`config.mk`:
```
export PLATFORM = sky130hd
export DESIGN_NAME = multi_zone_aircon_flat
export DESIGN_NICKNAME = d
export VERILOG_FILES = /design/src/rtl/aircon_pkg.sv /design/src/rtl/multi_zone_aircon_if.sv /design/src/rtl/aircon_zone_fsm.sv /design/src/rtl/multi_zone_aircon.sv /design/src/flat_wrapper.sv
export SDC_FILE = /design/constraint.sdc
export NUM_CORES = 1
export LEC_CHECK = 0
export BUFFER_PORTS_ARGS = -buffer_cell sky130_fd_sc_hd__buf_2
export CAP_MARGIN = 20
export CELL_PAD_IN_SITES_DETAIL_PLACEMENT = 1
export CELL_PAD_IN_SITES_GLOBAL_PLACEMENT = 2
export CORE_ASPECT_RATIO = 0.7
export CORE_MARGIN = 4
export CORE_UTILIZATION = 30
export CTS_CLUSTER_DIAMETER = 80
export DETAILED_ROUTE_END_ITERATION = 8
export HOLD_SLACK_MARGIN = 0.15
export PLACE_DENSITY = 0.84
export SLEW_MARGIN = 20
export SYNTH_ARGS = -nofsm -noshare
export SYNTH_HDL_FRONTEND = slang
export SYNTH_SLANG_ARGS = --single-unit
```
`constraint.sdc`:
```
create_clock -name clk -period 2.1 [get_ports clk]
set_input_delay 0.315 -clock clk [delete_from_list [all_inputs] [get_ports clk]]
set_output_delay 0.315 -clock clk [all_outputs]
set_load 0.01 [all_outputs]
```
`src/rtl/aircon_pkg.sv`:
```
// Shared types and constants for the multi-zone heating/cooling controller.
package aircon_pkg;

  // Per-zone operating state; encoding is fixed so state values stay stable
  // across zones and tools.
  typedef enum logic [1:0] {
    IDLE = 2'd0,
    HEAT = 2'd1,
    COOL = 2'd2
  } aircon_state_t;

  // Global mode selector values.
  localparam logic [1:0] MODE_AUTO      = 2'd0;
  localparam logic [1:0] MODE_HEAT_ONLY = 2'd1;
  localparam logic [1:0] MODE_COOL_ONLY = 2'd2;
  localparam logic [1:0] MODE_OFF       = 2'd3;

  // True when the global mode permits a zone to start heating.
  function automatic logic heat_allowed(input logic [1:0] mode_s);
    heat_allowed = (mode_s != MODE_COOL_ONLY) && (mode_s != MODE_OFF);
  endfunction

  // True when the global mode permits a zone to start cooling.
  function automatic logic cool_allowed(input logic [1:0] mode_s);
    cool_allowed = (mode_s != MODE_HEAT_ONLY) && (mode_s != MODE_OFF);
  endfunction

endpackage

```
`src/rtl/multi_zone_aircon_if.sv`:
```
// Sensor/actuator bundle between the sensor front end and the zone controller.
interface multi_zone_aircon_if #(
  parameter int ZONES  = 2,
  parameter int TEMP_W = 5
);

  logic [1:0]              mode;
  logic [ZONES*TEMP_W-1:0] temperature;
  logic [ZONES-1:0]        heating;
  logic [ZONES-1:0]        cooling;
  logic [ZONES-1:0]        dwell_lock;

  // Front end / supervisor side: supplies mode and readings, observes actuators.
  modport master (
    output mode,
    output temperature,
    input  heating,
    input  cooling,
    input  dwell_lock
  );

  // Controller side.
  modport slave (
    input  mode,
    input  temperature,
    output heating,
    output cooling,
    output dwell_lock
  );

endinterface

```
`src/rtl/aircon_zone_fsm.sv`:
```
// One climate zone: hysteresis FSM (IDLE/HEAT/COOL) with a minimum-dwell
// counter that blocks temperature-driven exits until the current state has
// been held long enough. Mode overrides bypass the dwell.
module aircon_zone_fsm
  import aircon_pkg::*;
#(
  parameter int TEMP_W    = 5,
  parameter int HEAT_ON   = 18,
  parameter int HEAT_OFF  = 20,
  parameter int COOL_ON   = 22,
  parameter int COOL_OFF  = 20,
  parameter int MIN_DWELL = 4
) (
  input  logic              clk,
  input  logic              rst,
  input  logic [1:0]        mode,
  input  logic [TEMP_W-1:0] temp,
  output logic              heating,
  output logic              cooling,
  output logic              dwell_lock
);

  localparam int CNT_W = (MIN_DWELL < 1) ? 1 : $clog2(MIN_DWELL + 1);
  localparam logic [CNT_W-1:0] DWELL_MAX = CNT_W'(MIN_DWELL);

  // Thresholds are compared at the sensor width, so they are resized once here.
  localparam logic [TEMP_W-1:0] HEAT_ON_T  = TEMP_W'(HEAT_ON);
  localparam logic [TEMP_W-1:0] HEAT_OFF_T = TEMP_W'(HEAT_OFF);
  localparam logic [TEMP_W-1:0] COOL_ON_T  = TEMP_W'(COOL_ON);
  localparam logic [TEMP_W-1:0] COOL_OFF_T = TEMP_W'(COOL_OFF);

  aircon_state_t    state_r;
  aircon_state_t    state_nxt_s;
  logic [CNT_W-1:0] dwell_cnt_r;
  logic [CNT_W-1:0] dwell_cnt_nxt_s;
  logic             dwell_ok_s;
  logic             heating_r;
  logic             cooling_r;
  logic             dwell_lock_r;

  assign dwell_ok_s = (dwell_cnt_r == DWELL_MAX);

  // Next-state selection: mode overrides first, then dwell-gated hysteresis.
  always_comb begin
    state_nxt_s = state_r;
    case (state_r)
      IDLE: begin
        if (dwell_ok_s && (temp <= HEAT_ON_T) && heat_allowed(mode)) begin
          state_nxt_s = HEAT;
        end else if (dwell_ok_s && (temp >= COOL_ON_T) && cool_allowed(mode)) begin
          state_nxt_s = COOL;
        end else begin
          state_nxt_s = IDLE;
        end
      end
      HEAT: begin
        if (!heat_allowed(mode)) begin
          state_nxt_s = IDLE;
        end else if (dwell_ok_s && (temp >= HEAT_OFF_T)) begin
          state_nxt_s = IDLE;
        end else begin
          state_nxt_s = HEAT;
        end
      end
      COOL: begin
        if (!cool_allowed(mode)) begin
          state_nxt_s = IDLE;
        end else if (dwell_ok_s && (temp <= COOL_OFF_T)) begin
          state_nxt_s = IDLE;
        end else begin
          state_nxt_s = COOL;
        end
      end
      default: begin
        state_nxt_s = IDLE;
      end
    endcase
  end

  // Dwell counter: restarts on any state change, otherwise saturates at the limit.
  always_comb begin
    dwell_cnt_nxt_s = dwell_cnt_r;
    if (state_nxt_s != state_r) begin
      dwell_cnt_nxt_s = '0;
    end else if (dwell_cnt_r < DWELL_MAX) begin
      dwell_cnt_nxt_s = dwell_cnt_r + CNT_W'(1);
    end else begin
      dwell_cnt_nxt_s = dwell_cnt_r;
    end
  end

  // State, counter and actuator registers; reset leaves the dwell satisfied
  // so the first transition after reset is not delayed.
  always_ff @(posedge clk) begin
    if (rst) begin
      state_r      <= IDLE;
      dwell_cnt_r  <= DWELL_MAX;
      heating_r    <= 1'b0;
      cooling_r    <= 1'b0;
      dwell_lock_r <= 1'b0;
    end else begin
      state_r      <= state_nxt_s;
      dwell_cnt_r  <= dwell_cnt_nxt_s;
      heating_r    <= (state_nxt_s == HEAT);
      cooling_r    <= (state_nxt_s == COOL);
      dwell_lock_r <= (dwell_cnt_nxt_s < DWELL_MAX);
    end
  end

  assign heating    = heating_r;
  assign cooling    = cooling_r;
  assign dwell_lock = dwell_lock_r;

endmodule

```
`src/rtl/multi_zone_aircon.sv`:
```
// Multi-zone climate controller: slices the packed sensor bus into per-zone
// readings and runs one independent zone FSM per sensor.
module multi_zone_aircon
  import aircon_pkg::*;
#(
  parameter int ZONES     = 2,
  parameter int TEMP_W    = 5,
  parameter int HEAT_ON   = 18,
  parameter int HEAT_OFF  = 20,
  parameter int COOL_ON   = 22,
  parameter int COOL_OFF  = 20,
  parameter int MIN_DWELL = 4
) (
  input  logic                 clk,
  input  logic                 rst,
  multi_zone_aircon_if.slave   bus
);

  // Threshold ordering must leave a dead band between heating and cooling.
  if (ZONES < 1) begin : g_bad_zones
    $error("multi_zone_aircon: ZONES must be at least 1");
  end
  if (!((HEAT_ON < HEAT_OFF) && (HEAT_OFF <= COOL_OFF) && (COOL_OFF < COOL_ON))) begin : g_bad_thresholds
    $error("multi_zone_aircon: thresholds must satisfy HEAT_ON < HEAT_OFF <= COOL_OFF < COOL_ON");
  end
  if (MIN_DWELL < 0) begin : g_bad_dwell
    $error("multi_zone_aircon: MIN_DWELL must not be negative");
  end

  for (genvar z = 0; z < ZONES; z++) begin : g_zone
    aircon_zone_fsm #(
      .TEMP_W    (TEMP_W),
      .HEAT_ON   (HEAT_ON),
      .HEAT_OFF  (HEAT_OFF),
      .COOL_ON   (COOL_ON),
      .COOL_OFF  (COOL_OFF),
      .MIN_DWELL (MIN_DWELL)
    ) u_zone (
      .clk        (clk),
      .rst        (rst),
      .mode       (bus.mode),
      .temp       (bus.temperature[z*TEMP_W +: TEMP_W]),
      .heating    (bus.heating[z]),
      .cooling    (bus.cooling[z]),
      .dwell_lock (bus.dwell_lock[z])
    );
  end

endmodule
```
`src/flat_wrapper.sv`:
```
// flat-port wrapper written by rule: the top's interface ports become plain ports
module multi_zone_aircon_flat import aircon_pkg::*;
#(
  parameter int ZONES     = 2,
  parameter int TEMP_W    = 5,
  parameter int HEAT_ON   = 18,
  parameter int HEAT_OFF  = 20,
  parameter int COOL_ON   = 22,
  parameter int COOL_OFF  = 20,
  parameter int MIN_DWELL = 4
)
  (clk, rst, bus_mode, bus_temperature, bus_heating, bus_cooling, bus_dwell_lock);
  multi_zone_aircon_if #(.ZONES(ZONES), .TEMP_W(TEMP_W)) bus_i ();
  input  logic clk;
  input  logic rst;
  input wire logic [$bits(bus_i.mode)-1:0] bus_mode;
  input wire logic [$bits(bus_i.temperature)-1:0] bus_temperature;
  output wire logic [$bits(bus_i.heating)-1:0] bus_heating;
  output wire logic [$bits(bus_i.cooling)-1:0] bus_cooling;
  output wire logic [$bits(bus_i.dwell_lock)-1:0] bus_dwell_lock;
  assign bus_i.mode = bus_mode;
  assign bus_i.temperature = bus_temperature;
  assign bus_heating = bus_i.heating;
  assign bus_cooling = bus_i.cooling;
  assign bus_dwell_lock = bus_i.dwell_lock;
  multi_zone_aircon #(.ZONES(ZONES), .TEMP_W(TEMP_W), .HEAT_ON(HEAT_ON), .HEAT_OFF(HEAT_OFF), .COOL_ON(COOL_ON), .COOL_OFF(COOL_OFF), .MIN_DWELL(MIN_DWELL)) u_core (.clk(clk), .rst(rst), .bus(bus_i));
endmodule
```
==> results.md <==
- Final setup viols: 0
- Max stage delay cell, worst path: dfxtp_1
- ANT cells: 0
- CP startpoint kind: flop
- Number of fill cells: 312
- Number of DRC markers in iteration 0: 42
- Post-Route WL: 2.05 mm
- Largest net degree at the start of global routing: 10
- Min-delay worst type: in2reg
- WP data arrival: 1.89 ns
- Synth top area share: 37.8%
- Top-count cell post-synth: dfxtp_1
- Global placer's final weighted congestion: 0.781
- WL/cell: 14.0 um
- Status: complete, no violations
- Max_cap viols: 0
- Min-delay src: rst
- Reg2Reg Launch Point: u_core.g_zone[1].u_zone.dwell_cnt_r[0]
- Final Hold Viols: 0
- Synth Cell Area: 848 um2
- Fmax: 575 MHz
- Measured slew at the worst slew-check pin: 0.510 ns
- Post-synth ARST share: 0%
- Worst endpoint required time: 2.26 ns
- Dominant synthesized flop cell: dfxtp_1
- Seq cells post-synth: 16
- Pwr/cell area: 879 nW/um2
- VDD IR-drop max: 0.401 mV
- Port buffer count: 19
- Syn nets: 114
- CP startpoint: u_core.g_zone[1].u_zone.dwell_cnt_r[0]
- Count of different cell masters after synthesis: 34
- Fin cells: 146
- Relative slew slack: 65.7%
- GR Overflow Total: 0
- Share of cells above drive strength 1: 23.2%
- Core area: 2570 um2
- Number of flops mapped to enable cells by yosys: 0
- All-Layer GR Usage: 11.9%
- Syn avg cell area: 8.84 um2
- Crit path cell chain: inv_1 > ha_1 > and2_1 > a311o_1 > a221o_1 > o21a_1
- H-Tree Depth: 1
- Die outline area: 3760 um2
- Starting Density: 33.0%
- Final setup TNS: 0 ns
- Antenna violations before repair: 0
- Max Slew Vio Count: 0
- Cells after Synth: 96
- Synth-to-Final Area Change: 17.0%
- Fin crit period: 1.74 ns
- Post-cts hold buffer count: 0
- Ports: 20
- DR vias: 731
- Post-synthesis sequential area ratio: 37.8%
- Cell family with most CP delay: compound AO/OA/AOI/OAI gates
- Clock Latency Late Sink: 0.25 ns
- Worst Skew: 0.0100 ns
- Dpl cells: 142
- CTS tree: yes
- Vias per inst: 5.01
- Synth area leaders: dfxtp_1 38%, ha_1 5.9%, buf_4 5.3%
- Routed Antenna Nets: 0
- Global-route wire length before repair: 3.42 mm
- Worst Setup End Kind: flop
- TritonRoute pass-1 iters: 4
- # resized after CTS: 0
- Rows: 15
- Crit path kind: reg2reg
- Vias in the first global route: 726
- # nets final: 131
- Max incr delay on CP: 0.37 ns
- Root Driver: clkbuf_8
- Max clock buf depth: 2
- Lkg Pwr: 0.439 nW
- Synth warn: 0
- Num CTS Buffers: 3
- Detail Placement HPWL: 1.65 mm
- Post-CTS Repair Setup Buffers: 0
- Clock Pin Slew Worst Setup and Hold Paths: 0.07 ns
- Clock Sinks: 16
- Largest fanout on the critical path: 4
- Drt drc: 0
- Synth area leader: dfxtp_1
- Buf+Inv Stages, Crit Path: 1
- Die Span Y: 52.5 um
- RSZ-0062 raised after global routing: no
- Die W: 71.6 um
- Commonest cells in the netlist: 16 x dfxtp_1, 7 x inv_1, 7 x nor2_1, 7 x nor3_1, 6 x buf_4
- Period utilization: 82.8%
==> metal layers <==
| layer | global-route usage (%) | vias to the layer above | wire length [um] |
|---|---|---|---|
| met5 | 0 | - | 0 |
| met4 | 1.88 | 0 | 10 |
| met3 | 4.98 | 2 | 113 |
| met2 | 16.5 | 17 | 791 |
| met1 | 17.1 | 330 | 1130 |
| li1 | - | 382 | - |
==> stage by stage <==
step | worst slack (ns) | util, % | hold WS, ns | power, mW | cell area (um2)
after global routing | 0.291 | 38.6 | 0.416 | 0.932 | 992
after detailed placement | 0.353 | 36.4 | 0.559 | 0.603 | 937
after global placement | 0.407 | 36.4 | 0.544 | 0.594 | 937
after CTS | 0.344 | 38.6 | 0.397 | 0.882 | 992
after floorplan | 0.459 | - | 0.508 | 0.543 | 848
final | 0.361 | 38.6 | 0.401 | 0.872 | 992
==> kinds of logic (layout without fill, tap and decap cells) <==
group / after synthesis / in the layout / share of synthesized area [%]
and+or+nand+nor: 31 / 31 / 19.2
muxes: 2 / 2 / 2.36
AOI/OAI and AO/OA: 27 / 27 / 23.9
xor gates and xnor gates: 2 / 2 / 2.07
adders and majority gates: 4 / 4 / 5.90
DFF: 16 / 16 / 37.8
buffers and inverters: 14 / 30 / 8.85
==> final timing paths <==
check,to,slack [ns],cells after the start
worst max register to register,u_core.g_zone[1].u_zone.dwell_lock,0.36,6
worst min-delay path,u_core.g_zone[1].u_zone.state_r[1],0.40,2
worst max-delay path,u_core.g_zone[1].u_zone.dwell_lock,0.36,6
worst min register to register,u_core.g_zone[0].u_zone.dwell_cnt_r[1],0.57,2
==> where the power goes <==
part	leakage, nW	internal, mW	switching, mW	total [mW]
clock network	0.0288	0.166	0.111	0.278
logic	0.279	0.0962	0.126	0.223
registers	0.131	0.340	0.0324	0.372
==> sequential cells by signal (all words and copies together), names as in the netlist <==
signal / count
u_core.g_zone.u_zone.cooling: 2
u_core.g_zone.u_zone.dwell_lock: 2
u_core.g_zone.u_zone.heating: 2
u_core.g_zone.u_zone.state_r: 4
u_core.g_zone.u_zone.dwell_cnt_r: 6
==> cell type report <==
class	instances	area, um2	share of cell area, %
timing repair buffer	19	95.1	9.58
inverter	7	26.3	2.65
multi-input combinational	66	453	45.6
clock buffer	4	55.1	5.55
sequential	16	320	32.3
tap	34	42.5	4.29
==> placed cells by master (no fill, tap or decap), drive strengths merged <==
cell type / netlist / final
a211o: 1 / 1
a21oi: 5 / 5
a221o: 1 / 1
a22o: 1 / 1
a311o: 1 / 1
a31oi: 1 / 1
and2: 3 / 3
and3b: 1 / 1
and4: 1 / 1
buf: 6 / 19
clkbuf: 1 / 4
dfxtp: 16 / 16
ha: 4 / 4
inv: 7 / 7
mux2i: 2 / 2
nand2: 4 / 4
nand2b: 1 / 1
nand3: 3 / 3
nor2: 7 / 7
nor3: 8 / 8
nor4: 3 / 3
o2111a: 2 / 2
o211ai: 2 / 2
o21a: 1 / 1
o21ai: 5 / 5
o21bai: 1 / 1
o221a: 2 / 2
o22a: 1 / 1
o31a: 1 / 1
o31ai: 1 / 1
o41ai: 1 / 1
xor2: 2 / 2
(Power assumes the default switching activity.)
